File: src/rtl/deserializer.sv
// ============================================================================
//  Module      : deserializer
//  Description : Serial-to-parallel receiver for an MSB-first, valid-qualified
//                bit stream with length codes and error reporting.
//                Optional feature macro: DESERIALIZER_LAST_EN (last-bit strobe).
//  Revision    : 1.0 - initial release
// ============================================================================
`default_nettype none

module deserializer #(
  parameter int DATA_W        = 16,
  parameter int MOD_W         = $clog2(DATA_W),
  parameter int MOD_IGNORE_LO = 1,
  parameter int MOD_IGNORE_HI = 2,
  parameter int GAP_TIMEOUT   = 32
) (
  input  logic              clk_i,
  input  logic              srst_i,
  input  logic              ser_data_i,
  input  logic              ser_data_val_i,
`ifdef DESERIALIZER_LAST_EN
  input  logic              ser_data_last_i,
`endif
  output logic [DATA_W-1:0] data_o,
  output logic [MOD_W-1:0]  data_mod_o,
  output logic              data_val_o,
  output logic              err_o,
  output logic              busy_o
);

  localparam int CNT_W  = $clog2(DATA_W);
  localparam int N_W    = CNT_W + 1;
  localparam int IDLE_W = (GAP_TIMEOUT > 0) ? $clog2(GAP_TIMEOUT + 1) : 1;
  localparam logic [CNT_W-1:0] c_cnt_top = CNT_W'(DATA_W - 1);

  typedef enum logic [0:0] {
    ST_IDLE    = 1'b0,
    ST_COLLECT = 1'b1
  } state_t;

  state_t              r_state, w_state_nxt;
  logic [CNT_W-1:0]    r_cnt, w_cnt_nxt;
  logic [DATA_W-1:0]   r_shift, w_shift_nxt;
  logic [IDLE_W-1:0]   r_idle, w_idle_nxt;
  logic [DATA_W-1:0]   r_data, w_data_nxt;
  logic [MOD_W-1:0]    r_mod, w_mod_nxt;
  logic                r_val, w_val_nxt;
  logic                r_err, w_err_nxt;

  logic [DATA_W-1:0]   w_word;
  logic [CNT_W-1:0]    w_idx;
  logic [N_W-1:0]      w_n;
  logic                w_full;
  logic                w_illegal;
  logic                w_last;
  logic                w_timeout;

`ifdef DESERIALIZER_LAST_EN
  assign w_last = ser_data_last_i;
`else
  assign w_last = 1'b0;
`endif

  assign w_n       = {1'b0, r_cnt} + N_W'(1);
  assign w_full    = (r_cnt == c_cnt_top);
  assign w_illegal = (w_n >= N_W'(MOD_IGNORE_LO)) && (w_n <= N_W'(MOD_IGNORE_HI));
  assign w_idx     = c_cnt_top - r_cnt;

  // Timeout fires on the idle cycle that would bring the count to GAP_TIMEOUT
  generate
    if (GAP_TIMEOUT > 0) begin : g_gap
      assign w_timeout = (r_state == ST_COLLECT) && !ser_data_val_i &&
                         (r_idle == IDLE_W'(GAP_TIMEOUT - 1));
    end else begin : g_no_gap
      assign w_timeout = 1'b0;
    end
  endgenerate

  always_comb begin
    w_state_nxt = r_state;
    w_cnt_nxt   = r_cnt;
    w_shift_nxt = r_shift;
    w_idle_nxt  = '0;
    w_data_nxt  = r_data;
    w_mod_nxt   = r_mod;
    w_val_nxt   = 1'b0;
    w_err_nxt   = 1'b0;
    // A new word always starts from a cleared register
    w_word        = (r_state == ST_IDLE) ? '0 : r_shift;
    w_word[w_idx] = ser_data_i;

    if (ser_data_val_i) begin
      if (w_full || w_last) begin
        w_state_nxt = ST_IDLE;
        w_cnt_nxt   = '0;
        w_shift_nxt = '0;
        if (w_full) begin
          w_data_nxt = w_word;
          w_mod_nxt  = '0;
          w_val_nxt  = 1'b1;
        end else if (w_illegal) begin
          w_err_nxt  = 1'b1;
        end else begin
          w_data_nxt = w_word;
          w_mod_nxt  = MOD_W'(w_n);
          w_val_nxt  = 1'b1;
        end
      end else begin
        w_state_nxt = ST_COLLECT;
        w_cnt_nxt   = r_cnt + CNT_W'(1);
        w_shift_nxt = w_word;
      end
    end else if (w_timeout) begin
      w_state_nxt = ST_IDLE;
      w_cnt_nxt   = '0;
      w_shift_nxt = '0;
      w_err_nxt   = 1'b1;
    end else if (r_state == ST_COLLECT) begin
      w_idle_nxt  = r_idle + IDLE_W'(1);
    end
  end

  always_ff @(posedge clk_i) begin
    if (srst_i) begin
      r_state <= ST_IDLE;
      r_cnt   <= '0;
      r_shift <= '0;
      r_idle  <= '0;
      r_data  <= '0;
      r_mod   <= '0;
      r_val   <= 1'b0;
      r_err   <= 1'b0;
    end else begin
      r_state <= w_state_nxt;
      r_cnt   <= w_cnt_nxt;
      r_shift <= w_shift_nxt;
      r_idle  <= w_idle_nxt;
      r_data  <= w_data_nxt;
      r_mod   <= w_mod_nxt;
      r_val   <= w_val_nxt;
      r_err   <= w_err_nxt;
    end
  end

  assign data_o     = r_data;
  assign data_mod_o = r_mod;
  assign data_val_o = r_val;
  assign err_o      = r_err;
  assign busy_o     = (r_state == ST_COLLECT);

endmodule

`default_nettype wire
File: config.mk
export PLATFORM = sky130hd
export DESIGN_NAME = deserializer
export DESIGN_NICKNAME = d
export VERILOG_FILES = /design/src/rtl/deserializer.sv
export SDC_FILE = /design/constraint.sdc
export NUM_CORES = 1
export LEC_CHECK = 0
export ABC_CLOCK_PERIOD_IN_PS = 1500
export CAP_MARGIN = 25
export CORE_UTILIZATION = 49
export CTS_CLUSTER_SIZE = 14
export DETAILED_ROUTE_END_ITERATION = 10
export GPL_ROUTABILITY_DRIVEN = 0
export PLACE_DENSITY_LB_ADDON = 0.3
export SETUP_SLACK_MARGIN = 0.3
export SLEW_MARGIN = 30
export SYNTH_ARGS = -nofsm -noshare
export SYNTH_HDL_FRONTEND = slang
export SYNTH_SLANG_ARGS = --single-unit
File: constraint.sdc
create_clock -name clk_i -period 1.5 [get_ports clk_i]
set_input_delay 0.375 -clock clk_i [delete_from_list [all_inputs] [get_ports clk_i]]
set_output_delay 0.375 -clock clk_i [all_outputs]
set_load 0.01 [all_outputs]
==> metrics.md, run 1 <==
| Metric | Value |
|---|---|
| Synth top area cells | `sky130_fd_sc_hd__dfxtp_1 43%, sky130_fd_sc_hd__a211oi_2 6.5%, sky130_fd_sc_hd__o2bb2ai_1 6.2%, sky130_fd_sc_hd__mux2i_1 5.7%, sky130_fd_sc_hd__a21oi_1 5.0%` |
| Rows | `23` |
| Beginning of the critical path | `r_cnt[0]` |
| Hold buffers post-CTS | `0` |
| Residual antenna-violating net count after detailed routing | `0` |
| TritonCTS clock tree | `done` |
| Die Y-Extent | `67.8 µm` |
| Total global routing overflow | `0` |
| Number of enable flip-flop cells after synthesis | `0` |
| Critical Path AT | `1.53 ns` |
| Max-slew violation count | `0` |
| Fmax achieved | `0.741 GHz` |
| Iter 0 DRT Violations | `81` |
| Number of hold violations in the final report | `0` |
| Dpl ws | `-0.180 ns` |
| Unrepaired setup endpoints after global routing | `true` |
| HP Class | `reg2reg` |
| Initial core utilization | `51.8%` |
| Die outline area | `0.00459 mm²` |
| Cells after synthesis | `216` |
| Post-layout utilization of the core | `68.2%` |
| Routed length per placed instance | `15.8 µm` |
| Async set or reset register ratio after synthesis | `0%` |
| Via total after detailed routing | `1749` |
| Number of iterations in the first detailed-routing pass | `4` |
| Required @ worst endpoint | `1.68 ns` |
| Worst setup margin | `0.151 ns` |
| Wire length of the first global-routing pass | `7.60 mm` |
| Portion of the post-synthesis area used by sequential elements | `42.5%` |
| Most frequently used flop master after synthesis | `sky130_fd_sc_hd__dfxtp_1` |
| Final-layout setup total negative slack | `0 ns` |
| Clk Tree Root Cell | `sky130_fd_sc_hd__clkbuf_8` |
| Inserted Clock Buffers | `5` |
| Setup CP Type | `reg2reg` |
| Placed Cells | `284` |
| Power density over the cells | `789 mW/mm²` |
| Ratio of final minimum period to clock period | `90.0%` |
| Final period demand of the worst path | `1.35 ns` |
| Clock skew | `0.00974 ns` |
| # DRC | `0` |
| Kind of end point of the critical path | `flop` |
| Top library cells by usage in the layout, fill and taps aside | `22 x sky130_fd_sc_hd__dfxtp_1, 21 x sky130_fd_sc_hd__a21oi_1, 21 x sky130_fd_sc_hd__dfxtp_2, 21 x sky130_fd_sc_hd__buf_4, 18 x sky130_fd_sc_hd__buf_2` |
| Number of global-route vias before repair | `1650` |
| Static leakage | `1.00 nW` |
| Total number of clock tree sinks | `45` |
| Cell accounting for the most synthesized area | `sky130_fd_sc_hd__dfxtp_1` |
| Post-route non-filler standard cell count | `304` |
| Clock latency on the worst-skew pair | `0.30 ns` |
| Count of input and output buffers | `22` |
| CTS H-Tree Depth | `2` |
| Register bit count reported by yosys | `45` |
| Final standard cell area without fillers | `0.00279 mm²` |
| Number of setup violations in the final report | `0` |
| Area growth from synthesis to layout | `31.5%` |
| Final total power | `2.20 mW` |
| Startpoint of the tightest hold check path | `r_idle[0]` |
| Average vias per placed instance | `5.75` |
| Share of the synthesized area in the top cell type | `42.5%` |
| Largest fanout on the critical path | `6` |
| Critical path startpoint category | `flop` |
| Post-place instance area | `0.00249 mm²` |
| Outcome | `finished clean` |
| Antenna violations before repair | `0` |
| Diodes inserted | `0` |
| Gr usage total | `22.4%` |
| Count of warnings emitted by yosys | `0` |
| # nets final | `262` |
| Placeable core region | `0.00409 mm²` |
| Synth Cell Area | `0.00212 mm²` |
| Chip width | `67.8 µm` |
| Worst-case vdd ir drop | `0.000569 V` |
| Standard cell with the maximum stage delay on the critical path | `sky130_fd_sc_hd__dfxtp_4` |
| Detailed-route wire length | `4.80 mm` |
| Fraction of layout instances using a drive strength above 1 | `47.6%` |
| # IOs | `27` |
| Maximum number of pins on one net before global-route repair | `20` |
| Number of buffers on the longest clock path | `2` |
| Estimated wirelength of the detail-placed design | `2.82 mm` |
| Unique masters post-synth | `39` |
| Maxcap violations | `0` |
| Most common cell after layout, fill and taps aside | `sky130_fd_sc_hd__dfxtp_1` |
| Reg-to-reg critical path startpoint | `r_cnt[0]` |
| CP cell instances | `ha_4 > nor3b_4 > mux2i_2 > a211oi_2` |
| Peak per-stage delay on the critical path | `0.43 ns` |
| Clock-pin slew reported for the worst setup and hold paths after clock tree synthesis | `0.08 ns` |
| Worst slack on hold paths | `0.447 ns` |
| Synth Area per Inst | `9.81 µm²` |
-- flip-flops by register name, summed over array words and instances, names as in the netlist --
register,count
r_idle,6
err_o,1
data_o,16
busy_o,1
r_cnt,4
data_val_o,1
r_shift,16
-- timing repair --
item | CTS | global route
gates resized for setup | 117 | 19
gates cloned | 1 | 0
pin swaps | 14 | 10
buffers inserted | 9 | 2
setup endpoints to repair | 60 | 43
-- cell type report --
cell class,count,area [µm²]
flip-flops and latches,45,935
inverters,5,26.3
well taps,50,62.6
clock inverters,2,10.0
repair buffers,50,390
multi-input cells,146,1290
fillers,308,1300
clock buffers,6,72.6
-- synthesized netlist by cell type, drive strengths merged, types with 5 or more instances --
cell,instances
a21oi,21
o2bb2ai,15
nand3b,10
ha,5
nor2,6
nand3,8
inv,5
and2,13
dfxtp,45
clkbuf,9
mux2i,12
a211oi,15
buf,14
-- per-layer routing --
layer	wire length, µm	global-route usage [%]
met1	2220	26.9
met2	2320	38.1
met3	180	4.22
met4	85	10.4
met5	0	0
-- worst max-delay path, delay by kind of cell (launching register included) --
family | cells | cell delay (ns)
muxes | 1 | 0.29
AOI/OAI and AO/OA | 1 | 0.10
adders and majority gates | 1 | 0.18
DFF | 1 | 0.43
and+or+nand+nor | 1 | 0.23
-- where the power goes --
group	internal [mW]	total (mW)	switching (mW)	leakage, nW
clock	0.323	0.727	0.404	0.0450
combinational	0.105	0.241	0.136	0.584
sequential	1.21	1.23	0.0231	0.375
-- cell families after synthesis --
kind of cell	share of synthesized area, %
xor+xnor	1.24
simple gates	16.2
other cells	0.177
fa+ha+maj	2.95
flops	42.5
buf+inv	7.09
mux	5.67
compound gates	24.1
-- worst paths after layout --
path	to	cells past startpoint	slack, ns
max	data_o[12]	4	0.15
min	r_idle[0]	1	0.45
max reg2reg	data_o[12]	4	0.15
min reg2reg	r_idle[0]	1	0.45
(Power assumes the default switching activity.)
==> run 2: changes to the inputs <==
- ABC_CLOCK_PERIOD_IN_PS: 1500 -> 1700
- CORE_UTILIZATION: 49 -> 55
- clock period: 1.5 -> 1.7 ns (I/O delays scaled with it)
==> run 2 against run 1 <==
  * Combinational power shrank 18%
  * Sequential share of layout area grew 0.68 points
  * Non-clock buffer count shrank 11
  * Critical path depth is the same
  * Total power shrank 6.2%
  * Sequential power shrank 11%
  * Worst setup slack gained 0.16 ns
==> metrics.md, run 2 (synthesized netlist as in run 1, its figures left out) <==
| Metric | Value |
|---|---|
| Initial core utilization | `57.4%` |
| Part of the power in the clock network | `37.8%` |
| Number of iterations in the first detailed-routing pass | `4` |
| Maximum number of pins on one net before global-route repair | `18` |
| Maxcap violations | `0` |
| Setup CP Type | `in2reg` |
| Combinational share of power | `9.6%` |
| Worst setup margin | `0.314 ns` |
| Wire length of the first global-routing pass | `7.29 mm` |
| Fmax achieved | `0.721 GHz` |
| Final-layout setup total negative slack | `0 ns` |
| Area occupied by registers | `915 µm²` |
| Inserted Clock Buffers | `5` |
| Number of global-route vias before repair | `1552` |
| CTS H-Tree Depth | `2` |
| Placeable core region | `0.00369 mm²` |
| Total area of multi-input combinational cells | `0.00120 mm²` |
| Required @ worst endpoint | `1.92 ns` |
| Clk Tree Root Cell | `sky130_fd_sc_hd__clkbuf_8` |
| Via total after detailed routing | `1717` |
| Dpl ws | `0.00482 ns` |
| Critical Path AT | `1.60 ns` |
| Most common cell after layout, fill and taps aside | `sky130_fd_sc_hd__dfxtp_1` |
| HP Class | `reg2reg` |
| Unrepaired setup endpoints after global routing | `true` |
| Static leakage | `0.987 nW` |
| Top library cells by usage in the layout, fill and taps aside | `40 x sky130_fd_sc_hd__dfxtp_1, 21 x sky130_fd_sc_hd__a21oi_1, 17 x sky130_fd_sc_hd__dlygate4sd2_1` |
| Internal power summed over all cells | `1.58 mW` |
| Kind of end point of the critical path | `flop` |
| Hold buffers post-CTS | `0` |
| Number of buffers on the longest clock path | `2` |
| Iter 0 DRT Violations | `97` |
| Capture point of the critical path | `data_o[15]` |
| Die outline area | `0.00410 mm²` |
| Area growth from synthesis to layout | `26.2%` |
| Ratio of final minimum period to clock period | `81.5%` |
| # IOs | `27` |
| Register-to-register setup slack | `0.34 ns` |
| Count of input and output buffers | `22` |
| Die Y-Extent | `64.1 µm` |
| Reg-to-reg critical path startpoint | `r_cnt[0]` |
| Detailed-route wire length | `4.62 mm` |
| Outcome | `finished clean` |
| Beginning of the critical path | `ser_data_i` |
| Chip width | `64.1 µm` |
| Net switching power | `485 µW` |
| Capture instance of the worst register-to-register path | `data_o[15]` |
| Gr usage total | `23.8%` |
| Number of cell instances on the worst register-to-register path | `5` |
| # nets final | `251` |
| Final period demand of the worst path | `1.39 ns` |
| Sequential fraction of design power | `52.6%` |
| Clock latency on the worst-skew pair | `0.30 ns` |
| Diodes inserted | `0` |
| Rows | `22` |
| Residual antenna-violating net count after detailed routing | `0` |
| Worst-case vdd ir drop | `0.000573 V` |
| Largest fanout on the critical path | `12` |
| Fraction of layout instances using a drive strength above 1 | `25.2%` |
| Total global routing overflow | `0` |
| Number of setup violations in the final report | `0` |
| Power density over the cells | `772 mW/mm²` |
| Critical path startpoint category | `primary input` |
| Antenna violations before repair | `0` |
| Estimated wirelength of the detail-placed design | `2.93 mm` |
| Max-slew violation count | `0` |
| TritonCTS clock tree | `done` |
| Average vias per placed instance | `5.92` |
| Total number of clock tree sinks | `45` |
| Number of hold violations in the final report | `0` |
| Switching power share of the total | `23.5%` |
| Clock-pin slew reported for the worst setup and hold paths after clock tree synthesis | `0.08 ns` |
| Routed length per placed instance | `15.9 µm` |
| Layout filler cell count | `286` |
| Clock skew | `0.00830 ns` |
| # DRC | `0` |
## run 2: cell types whose count changed in the layout (fill, tap and decap cells not counted), sizes merged
cell           before  now
clkdlybuf4s15       0    2
buf                46   17
dlygate4sd2         2   17
bufinv              0    1
clkdlybuf4s50       0    2
clkbuf              7    5
clkinv              2    1
## run 2: final cells by class
class	instances	share of cell area, %
Timing Repair Buffer	39	13.9
Inverter	5	0.890
Multi-Input combinational cell	146	44.9
Clock buffer	5	2.57
Tap cell	48	2.25
Sequential cell	45	34.2
Clock inverter	2	1.31
## run 2: power by group through the flow
stage	combinational (mW)	clock, mW	sequential [mW]
finish	0.198	0.780	1.09
global route	0.214	0.850	1.09
CTS	0.179	0.795	1.08
detailed placement	0.171	0	1.10
global placement	0.167	0	1.10
floorplan	0.114	0	1.10
## run 2: worst min path at each step
stage                      startpoint           to  cells after the start
final                       r_idle[0]    r_idle[0]                      1
after global routing        r_idle[0]    r_idle[0]                      1
after CTS                   r_idle[0]    r_idle[0]                      1
after detailed placement  r_shift[10]  r_shift[10]                      1
after global placement      r_idle[0]    r_idle[0]                      1
after floorplan             r_idle[0]    r_idle[0]                      1
## run 2: per-layer routing
metal	vias to the layer above	GRT usage, %	part of all wire (%)
met5	-	0	0
met4	0	11.1	1.6
met3	8	6.43	3.4
met2	37	40.0	51
met1	837	28.0	44
li1	835	-	-
## run 2: what timing repair did
action / in CTS / in global routing
pin swaps: 0 / 1
resized for setup: 32 / 26
buffers inserted: 0 / 0
endpoints found under the setup margin: 50 / 40
## run 2: metrics by stage
step,cell area (µm²),hold WS [ns],util [%],instances,power [mW]
2_1_floorplan,2130,0.418,-,219,1.21
3_3_place_gp,2440,0.434,66.2,283,1.27
3_5_place_dp,2440,0.439,66.2,283,1.27
4_1_cts,2570,0.457,69.6,290,2.06
5_1_grt,2670,0.468,72.5,290,2.15
6_report,2670,0.458,72.5,290,2.06
## run 2: worst max-delay path, stage by stage
cell and delay [ns]:
sky130_fd_sc_hd__clkdlybuf4s50_1 0.61, sky130_fd_sc_hd__buf_6 0.21, sky130_fd_sc_hd__mux2i_1 0.12, sky130_fd_sc_hd__a211oi_1 0.24
